## src/rtl/seq_alu_if.sv

```systemverilog
// seq_alu_if: request/response bundle for the sequential ALU.
//   start, a, b, mode           : request from the front end (master drives)
//   ready, valid, result,
//   carry, zero, err            : status and registered result (slave drives)
// W is the operand width; result is 2*W bits wide.
interface seq_alu_if #(
  parameter int W = 6
);
  logic           start;
  logic [W-1:0]   a;
  logic [W-1:0]   b;
  logic [3:0]     mode;
  logic           ready;
  logic           valid;
  logic [2*W-1:0] result;
  logic           carry;
  logic           zero;
  logic           err;

  modport master (
    output start, a, b, mode,
    input  ready, valid, result, carry, zero, err
  );

  modport slave (
    input  start, a, b, mode,
    output ready, valid, result, carry, zero, err
  );
endinterface

```

## src/rtl/seq_alu.sv

```systemverilog
// seq_alu: registered ALU with an accumulator and an optional iterative
// shift-add multiplier.
// Ports:
//   clk   : rising-edge clock
//   reset : asynchronous active-high reset
//   bus   : seq_alu_if.slave (start/a/b/mode in; ready/valid/result/
//           carry/zero/err out, all outputs registered)
// Build option: define SEQ_ALU_MULT_EN to include the multiplier (mode D
// then takes W cycles). Without it mode D completes in one cycle with err=1.
module seq_alu #(
  parameter int W = 6
) (
  input  logic     clk,
  input  logic     reset,
  seq_alu_if.slave bus
);
  localparam int W2 = 2 * W;

  localparam logic [3:0] M_ADD    = 4'h0;
  localparam logic [3:0] M_SUB    = 4'h1;
  localparam logic [3:0] M_BSUBA  = 4'h2;
  localparam logic [3:0] M_INC    = 4'h3;
  localparam logic [3:0] M_DEC    = 4'h4;
  localparam logic [3:0] M_NEGA   = 4'h5;
  localparam logic [3:0] M_NEGB   = 4'h6;
  localparam logic [3:0] M_NOTA   = 4'h7;
  localparam logic [3:0] M_NOTB   = 4'h8;
  localparam logic [3:0] M_NOR    = 4'h9;
  localparam logic [3:0] M_XOR    = 4'hA;
  localparam logic [3:0] M_XNOR   = 4'hB;
  localparam logic [3:0] M_CMP    = 4'hC;
  localparam logic [3:0] M_MULT   = 4'hD;
  localparam logic [3:0] M_ACC    = 4'hE;
  localparam logic [3:0] M_CLRACC = 4'hF;

  localparam logic [W2-1:0] ONE_X  = {{(W2-1){1'b0}}, 1'b1};
  localparam logic [W2-1:0] CMP_GT = {{(W2-2){1'b0}}, 2'b01};
  localparam logic [W2-1:0] CMP_LT = {{(W2-2){1'b0}}, 2'b10};

`ifdef SEQ_ALU_MULT_EN
  typedef enum logic [0:0] {IDLE = 1'b0, MUL = 1'b1} state_t;
  localparam int CW = (W > 1) ? $clog2(W) : 1;
  localparam logic [CW-1:0] CNT_LAST = CW'(W - 1);
  localparam logic [CW-1:0] CNT_ONE  = {{(CW-1){1'b0}}, 1'b1};
`else
  typedef enum logic [0:0] {IDLE = 1'b0} state_t;
`endif

  state_t          state_q, state_d;
  logic            ready_q, ready_d;
  logic            valid_q, valid_d;
  logic [W2-1:0]   result_q, result_d;
  logic            carry_q, carry_d;
  logic            zero_q, zero_d;
  logic            err_q, err_d;
  logic [W2-1:0]   acc_q, acc_d;

`ifdef SEQ_ALU_MULT_EN
  logic [W2-1:0]   mcand_q, mcand_d;   // a, shifted left each iteration
  logic [W-1:0]    mplier_q, mplier_d; // b, shifted right; bit 0 is current
  logic [W2-1:0]   prod_q, prod_d;
  logic [CW-1:0]   cnt_q, cnt_d;
  logic [W2-1:0]   prod_nxt_s;
`endif

  logic [W2-1:0]   a_x_s, b_x_s;
  logic [W2-1:0]   add_s;
  logic [W2:0]     acc_sum_s;          // one extra bit to catch the wrap
  logic [W2-1:0]   alu_res_s;
  logic            alu_carry_s;
  logic            alu_err_s;
  logic            take_mul_s;

  assign a_x_s     = {{W{1'b0}}, bus.a};
  assign b_x_s     = {{W{1'b0}}, bus.b};
  assign add_s     = a_x_s + b_x_s;
  assign acc_sum_s = {1'b0, acc_q} + {1'b0, a_x_s};

`ifdef SEQ_ALU_MULT_EN
  assign take_mul_s = bus.start && (bus.mode == M_MULT);
`else
  assign take_mul_s = 1'b0;
`endif

  // Single-cycle datapath: result, carry/borrow and err for the current mode.
  always_comb begin
    alu_res_s   = '0;
    alu_carry_s = 1'b0;
    alu_err_s   = 1'b0;
    case (bus.mode)
      M_ADD:    begin alu_res_s = add_s;          alu_carry_s = add_s[W];        end
      M_SUB:    begin alu_res_s = a_x_s - b_x_s;  alu_carry_s = (bus.a < bus.b); end
      M_BSUBA:  begin alu_res_s = b_x_s - a_x_s;  alu_carry_s = (bus.b < bus.a); end
      M_INC:    alu_res_s = a_x_s + ONE_X;
      M_DEC:    begin alu_res_s = a_x_s - ONE_X;  alu_carry_s = (bus.a == '0);   end
      M_NEGA:   alu_res_s = ~a_x_s + ONE_X;
      M_NEGB:   alu_res_s = ~b_x_s + ONE_X;
      M_NOTA:   alu_res_s = {{W{1'b0}}, ~bus.a};
      M_NOTB:   alu_res_s = {{W{1'b0}}, ~bus.b};
      M_NOR:    alu_res_s = {{W{1'b0}}, ~(bus.a | bus.b)};
      M_XOR:    alu_res_s = {{W{1'b0}}, bus.a ^ bus.b};
      M_XNOR:   alu_res_s = {{W{1'b0}}, ~(bus.a ^ bus.b)};
      M_CMP: begin
        if (bus.a > bus.b) begin
          alu_res_s = CMP_GT;
        end else if (bus.a < bus.b) begin
          alu_res_s = CMP_LT;
        end else begin
          alu_res_s = '0;
        end
      end
`ifdef SEQ_ALU_MULT_EN
      M_MULT:   alu_res_s = '0;  // handled by the MUL state
`else
      M_MULT:   alu_err_s = 1'b1;
`endif
      M_ACC:    begin alu_res_s = acc_sum_s[W2-1:0]; alu_carry_s = acc_sum_s[W2]; end
      M_CLRACC: alu_res_s = '0;
      default:  alu_res_s = '0;
    endcase
  end

  // FSM next state, accumulator update and multiplier iteration.
  always_comb begin
    state_d  = state_q;
    valid_d  = 1'b0;
    result_d = result_q;
    carry_d  = carry_q;
    zero_d   = zero_q;
    err_d    = err_q;
    acc_d    = acc_q;
`ifdef SEQ_ALU_MULT_EN
    mcand_d    = mcand_q;
    mplier_d   = mplier_q;
    prod_d     = prod_q;
    cnt_d      = cnt_q;
    prod_nxt_s = prod_q + (mplier_q[0] ? mcand_q : '0);
`endif
    case (state_q)
      IDLE: begin
        if (take_mul_s) begin
`ifdef SEQ_ALU_MULT_EN
          state_d  = MUL;
          mcand_d  = a_x_s;
          mplier_d = bus.b;
          prod_d   = '0;
          cnt_d    = '0;
`endif
        end else if (bus.start) begin
          valid_d  = 1'b1;
          result_d = alu_res_s;
          carry_d  = alu_carry_s;
          zero_d   = (alu_res_s == '0);
          err_d    = alu_err_s;
          if (bus.mode == M_ACC) begin
            acc_d = acc_sum_s[W2-1:0];
          end else if (bus.mode == M_CLRACC) begin
            acc_d = '0;
          end else begin
            acc_d = acc_q;
          end
        end else begin
          state_d = IDLE;
        end
      end
`ifdef SEQ_ALU_MULT_EN
      MUL: begin
        // Requests arriving here are dropped: ready is low.
        prod_d   = prod_nxt_s;
        mcand_d  = {mcand_q[W2-2:0], 1'b0};
        mplier_d = {1'b0, mplier_q[W-1:1]};
        cnt_d    = cnt_q + CNT_ONE;
        if (cnt_q == CNT_LAST) begin
          state_d  = IDLE;
          valid_d  = 1'b1;
          result_d = prod_nxt_s;
          carry_d  = 1'b0;
          zero_d   = (prod_nxt_s == '0);
          err_d    = 1'b0;
        end else begin
          state_d = MUL;
        end
      end
`endif
      default: state_d = IDLE;
    endcase
    ready_d = (state_d == IDLE);
  end

  // State and output registers; reset also aborts any multiply in flight.
  always_ff @(posedge clk or posedge reset) begin
    if (reset) begin
      state_q  <= IDLE;
      ready_q  <= 1'b1;
      valid_q  <= 1'b0;
      result_q <= '0;
      carry_q  <= 1'b0;
      zero_q   <= 1'b1;
      err_q    <= 1'b0;
      acc_q    <= '0;
`ifdef SEQ_ALU_MULT_EN
      mcand_q  <= '0;
      mplier_q <= '0;
      prod_q   <= '0;
      cnt_q    <= '0;
`endif
    end else begin
      state_q  <= state_d;
      ready_q  <= ready_d;
      valid_q  <= valid_d;
      result_q <= result_d;
      carry_q  <= carry_d;
      zero_q   <= zero_d;
      err_q    <= err_d;
      acc_q    <= acc_d;
`ifdef SEQ_ALU_MULT_EN
      mcand_q  <= mcand_d;
      mplier_q <= mplier_d;
      prod_q   <= prod_d;
      cnt_q    <= cnt_d;
`endif
    end
  end

  assign bus.ready  = ready_q;
  assign bus.valid  = valid_q;
  assign bus.result = result_q;
  assign bus.carry  = carry_q;
  assign bus.zero   = zero_q;
  assign bus.err    = err_q;
endmodule
```

## src/flat_wrapper.sv

```systemverilog
// flat-port wrapper written by rule: the top's interface ports become plain ports
module seq_alu_flat 
#(
  parameter int W = 6
)
  (clk, reset, bus_start, bus_a, bus_b, bus_mode, bus_ready, bus_valid, bus_result, bus_carry, bus_zero, bus_err);
  seq_alu_if #(.W(W)) bus_i ();
  input  logic clk;
  input  logic reset;
  input wire logic [$bits(bus_i.start)-1:0] bus_start;
  input wire logic [$bits(bus_i.a)-1:0] bus_a;
  input wire logic [$bits(bus_i.b)-1:0] bus_b;
  input wire logic [$bits(bus_i.mode)-1:0] bus_mode;
  output wire logic [$bits(bus_i.ready)-1:0] bus_ready;
  output wire logic [$bits(bus_i.valid)-1:0] bus_valid;
  output wire logic [$bits(bus_i.result)-1:0] bus_result;
  output wire logic [$bits(bus_i.carry)-1:0] bus_carry;
  output wire logic [$bits(bus_i.zero)-1:0] bus_zero;
  output wire logic [$bits(bus_i.err)-1:0] bus_err;
  assign bus_i.start = bus_start;
  assign bus_i.a = bus_a;
  assign bus_i.b = bus_b;
  assign bus_i.mode = bus_mode;
  assign bus_ready = bus_i.ready;
  assign bus_valid = bus_i.valid;
  assign bus_result = bus_i.result;
  assign bus_carry = bus_i.carry;
  assign bus_zero = bus_i.zero;
  assign bus_err = bus_i.err;
  seq_alu #(.W(W)) u_core (.clk(clk), .reset(reset), .bus(bus_i));
endmodule
```

## config.mk

```make
export PLATFORM = sky130hd
export DESIGN_NAME = seq_alu_flat
export DESIGN_NICKNAME = d
export VERILOG_FILES = /design/src/rtl/seq_alu_if.sv /design/src/rtl/seq_alu.sv /design/src/flat_wrapper.sv
export SDC_FILE = /design/constraint.sdc
export NUM_CORES = 1
export LEC_CHECK = 0
export CORE_ASPECT_RATIO = 2
export CORE_MARGIN = 2
export CORE_UTILIZATION = 30
export DETAILED_ROUTE_END_ITERATION = 16
export MAX_ROUTING_LAYER = met4
export SYNTH_ARGS = -nofsm -noshare
export SYNTH_HDL_FRONTEND = slang
export SYNTH_SLANG_ARGS = --single-unit
```

## constraint.sdc

```tcl
create_clock -name clk -period 3.3 [get_ports clk]
set_clock_uncertainty 0.15 [all_clocks]
set_input_delay 0.66 -clock clk [delete_from_list [all_inputs] [get_ports clk]]
set_output_delay 0.66 -clock clk [all_outputs]
set_load 0.1 [all_outputs]
```

# Word level (Yosys, flattened, before mapping)
# Cells that the tools add are included.
# classes
n_bitwise,8
n_eq_ne,15
n_addsub,8
magnitude_cmp,3
n_reduce_logical,5
n_mux,8
# ops
operator,count
$pmux 12 s14,1
$mux 12,3
$eq 4x4->1 const B,8
$add 12x1->12 const B,2
$not 6->12,2
$not 6->6,4
$eq 4x3->1 const B,4
$sub 6x6->7,2
$add 12x6->13,1
$logic_not 12->1,1
$lt 6x6->1,2
$eq 4x2->1 const B,2
$add 6x1->7 const B,1
$add 6x6->7,1
$sub 6x1->7 const B,1
$gt 6x6->1,1
$logic_not 6->1,1
$or 6x6->6,1
$xor 6x6->6,1
$pmux 1 s5,1
$eq 4x1->1 const B,1
$logic_not 4->1,1
$mux 1,2
$mux 2,1
other kinds (2),2
# word_totals
output_inout_bits,17
ff_bits,28
inputBits,19
wordCells,53

# Longest topological paths before layout
# depth
ltp_word,5
depth_mapped,14

# Worst setup path before layout
# OpenSTA, ideal clock, no wires.
# synth_path
kind,in2reg
from,in bus_a[0]
to,"reg u_core.zero_q, in the netlist u_core.bus.zero"
slack_ps,-270
n_path_buf,1
setup_time_ps,89
stages,12
required_time_ps,3061
arrival_time_ps,3331
cell_sequence,clkbuf_1 -> inv_1 -> ha_1 -> fa_1 -> o21bai_1 -> a21oi_1 -> o31a_1 -> or4b_4 -> nor4_2 -> and2b_1 -> nand4_1 -> o32ai_2
# synth_via
elab_chain_cells,5
# synth_rtl
element,line_no,text
"start, declared",flat_wrapper.sv:11,input wire logic [$bits(bus_i.a)-1:0] bus_a;
$lt 6x6->1,seq_alu.sv:106,end else if (bus.a < bus.b) begin
$mux 2,seq_alu.sv:106,
$mux 12,seq_alu.sv:104,if (bus.a > bus.b) begin
$pmux 12 s14 (*),seq_alu.sv:90,case (bus.mode)
$logic_not 12->1 (*),seq_alu.sv:153,zero_d = (alu_res_s == '0);
"end signal, assigned",seq_alu.sv:213,zero_q <= zero_d;
"end, declared",seq_alu.sv:54,"logic zero_q, zero_d;"
# Mark *: on every way between the ends. The rest lies on a longest branch, timed or not.
# A chain may end at the register's enable or synchronous reset.

# Worst setup path in the final report
# layout_path
from,in bus_a[4]
to,"reg u_core.zero_q, in the netlist u_core.bus.zero"
# The elaborated chain is that of the path after synthesis.

==> impl_metrics.ini <==
[run_status]
status = finished, final reports clean

[critical_path]
worstPathRequired_ns = 3.33
reg2reg_from = u_core.acc_q[0]
critical_path_class = input pin to flip-flop
worstReg2RegEnd = u_core.bus.zero
crit_arrival_ns = 3.26
critPathCaptureType = flip-flop
crit_start = bus_a[4]
reg2reg_setup_slack_ns = 0.60
path_max_fanout = 8
rr_worst_depth = 11
crit_path_start_kind = input pin

[yosys]
async_reset_ff_frac = 1.00
ys_warn_count = 0
syn_nets = 513
synth_area_leader_cell = dfrtp_1
yosys_most_used_dff = dfrtp_1
ys_types = 71
synth_area_sq_um = 3550
yosys-top-cells-count = nor2_1 (43), ha_1 (35), a21oi_1 (32)
syn-instance-count = 455
ys_ff_latch = 28
synth-seq-area-share = 0.198
yosys-top-cells-area = dfrtp_1 (19%), ha_1 (12%), nor2_1 (4.6%)
yosysMostFrequentCell = nor2_1
synth-edff-count = 0
synth_top_area_share = 0.190
synth_area_per_cell_sq_um = 7.80

[clocking]
clock-sinks = 28
root_buffer = clkbuf_16
clk_pin_slew_ns = 0.07
numCtsBuffers = 3
ctsHoldBuffers = 0
clock_path_buffers = 2
htreeDepth = 1
cts_tree = done
clk_latency_ns = 0.27

[detailed_routing]
antenna_left = 0
vias = 4396
dr.pass1.iters = 5
via_per_inst = 5.77
drc = 0
wl_per_cell_microns = 21.0
drtIter0Drc = 308
wirelength_microns = 16000

[global_route]
track_usage = 0.264
grt_pass1_vias = 4510
grt_pass1_wl_microns = 24200
grt_max_degree = 30
grt_overflow = 0
antenna_found_initial = 0

[layout]
fillers = 1181
finalNetCount = 676
diodes = 0
area_delta_synth_final_pct = 53.6
final_util = 0.468
final_layout_size_suffix_gt1_frac = 0.395
multi_input_area_sq_um = 2910
ff_latch_area_sq_um = 702
final_area_sq_um = 5450

[floorplanning]
fp.dieH_microns = 158
die_area_sq_um = 12800
core-area_sq_um = 11600
dieWidth_microns = 80.9
initial_core_util = 0.305
io_pins = 36
rows = 56

[timing]
relSlewSlack = 0.503
layout_worst_path_cycle_share = 0.981
slew_viol_final = 0
clock.fmax_ghz = 0.309
worst_pin_slew_ns = 0.739
setup_viol = 0
period_minus_slack_ns = 3.24
finalHoldViolCount = 0

[min_path]
min_path_type = flip-flop to flip-flop
min_to = u_core.acc_q[5]
min_path_cells = 2
hp-start = u_core.acc_q[5]

[flow_run]
maxCapViolations = 0

[place]
place_congestion = 1.10
dp_hpwl_microns = 12700
io_buffers = 34
dpl_cell_area_sq_um = 4950

[power_and_ir_drop]
leakage_nw = 2.40
ir_worst_vdd_mv = 0.383
p_per_area_nw_per_um2 = 278
==> worst max-delay path by stage <==
stage,slack (ns),to,cells after the start
CTS,-0.1,u_core.bus.zero,12
global route,-0.04,u_core.bus.zero,11
global placement,-0.59,u_core.bus.zero,12
floorplan,-0.007,u_core.bus.zero,13
finish,0.06,u_core.bus.zero,11
detailed placement,-0.71,u_core.bus.zero,12
==> state kept, by name, indices dropped and copies added, names as in the netlist <==
register,cells
u_core.bus.carry,1
u_core.bus.valid,1
u_core.bus.err,1
u_core.bus.zero,1
u_core.bus.result,12
u_core.acc_q,12
==> through the flow <==
stage	worst slack [ns]	cells	TNS [ns]	total power, mW	hold WS [ns]
2_1_floorplan	-0.00738	455	-0.00738	0.824	0.297
3_3_place_gp	-0.593	743	-4.53	1.15	0.314
3_5_place_dp	-0.706	743	-5.24	1.15	0.328
4_1_cts	-0.0980	756	-0.0980	1.48	0.343
5_1_grt	-0.0377	762	-0.0377	1.59	0.369
6_report	0.0618	762	0	1.52	0.341
==> what timing repair did <==
item / CTS / global route
buffers inserted: 9 / 7
endpoints found under the setup margin: 8 / 5
resized for setup: 59 / 44
pin swaps: 16 / 22
==> worst max-delay path: stages <==
cell and delay, ns:
clkdlybuf4s50_1 0.52, inv_1 0.08, ha_2 0.43, inv_1 0.11, mux2i_1 0.25, a2111oi_0 0.18
a211oi_2 0.25, and4_1 0.22, and4_1 0.20, nand4_1 0.11, o32ai_2 0.25
==> layer usage <==
metal	vias up	global-route usage	share of wire
met2	224	0.471	0.54
met5	-	-	0
li1	2015	-	-
met3	108	0.0251	0.046
met1	2049	0.234	0.31
met4	0	0.244	0.10
==> logic make-up after synthesis <==
| family | after synthesis | synth area share |
|---|---|---|
| adders and majority gates | 39 | 0.146 |
| and+or+nand+nor | 166 | 0.256 |
| DFF | 28 | 0.198 |
| AOI/OAI and AO/OA | 140 | 0.268 |
| buffers and inverters | 57 | 0.0677 |
| other | 1 | 0.00106 |
| muxes | 7 | 0.0205 |
| xor gates and xnor gates | 17 | 0.0420 |
==> final cells by class <==
type                            count  share of cell area
Timing Repair Buffer              190               0.272
Multi-Input combinational cell    370               0.533
Tap cell                          145              0.0333
Sequential cell                    28               0.129
Clock buffer                        4              0.0145
Inverter                           25              0.0181
==> cell usage in the layout, fill, tap and decap left out, types with 6 or more instances in the layout <==
cell | Yosys | layout
nor2b_1 | 9 | 9
nand4_1 | 9 | 9
nand2b_1 | 6 | 6
buf_4 | 3 | 165
nor2_1 | 43 | 40
a31oi_1 | 6 | 6
xor2_1 | 7 | 7
xnor2_1 | 10 | 10
dfrtp_1 | 27 | 27
nor3_1 | 16 | 15
nand3_1 | 12 | 12
a211oi_1 | 9 | 6
clkdlybuf4s50_1 | 0 | 8
o21bai_1 | 8 | 6
a21oi_1 | 32 | 26
ha_4 | 0 | 7
buf_6 | 0 | 10
o21ai_0 | 25 | 24
nand2_1 | 30 | 30
ha_1 | 35 | 26
inv_1 | 24 | 18
==> where the power goes <==
| part | internal, mW | switching [mW] | total, mW |
|---|---|---|---|
| combinational | 0.335 | 0.512 | 0.847 |
| clock | 0.166 | 0.122 | 0.288 |
| sequential | 0.368 | 0.0145 | 0.383 |
Power figures use the tool's default switching activity.
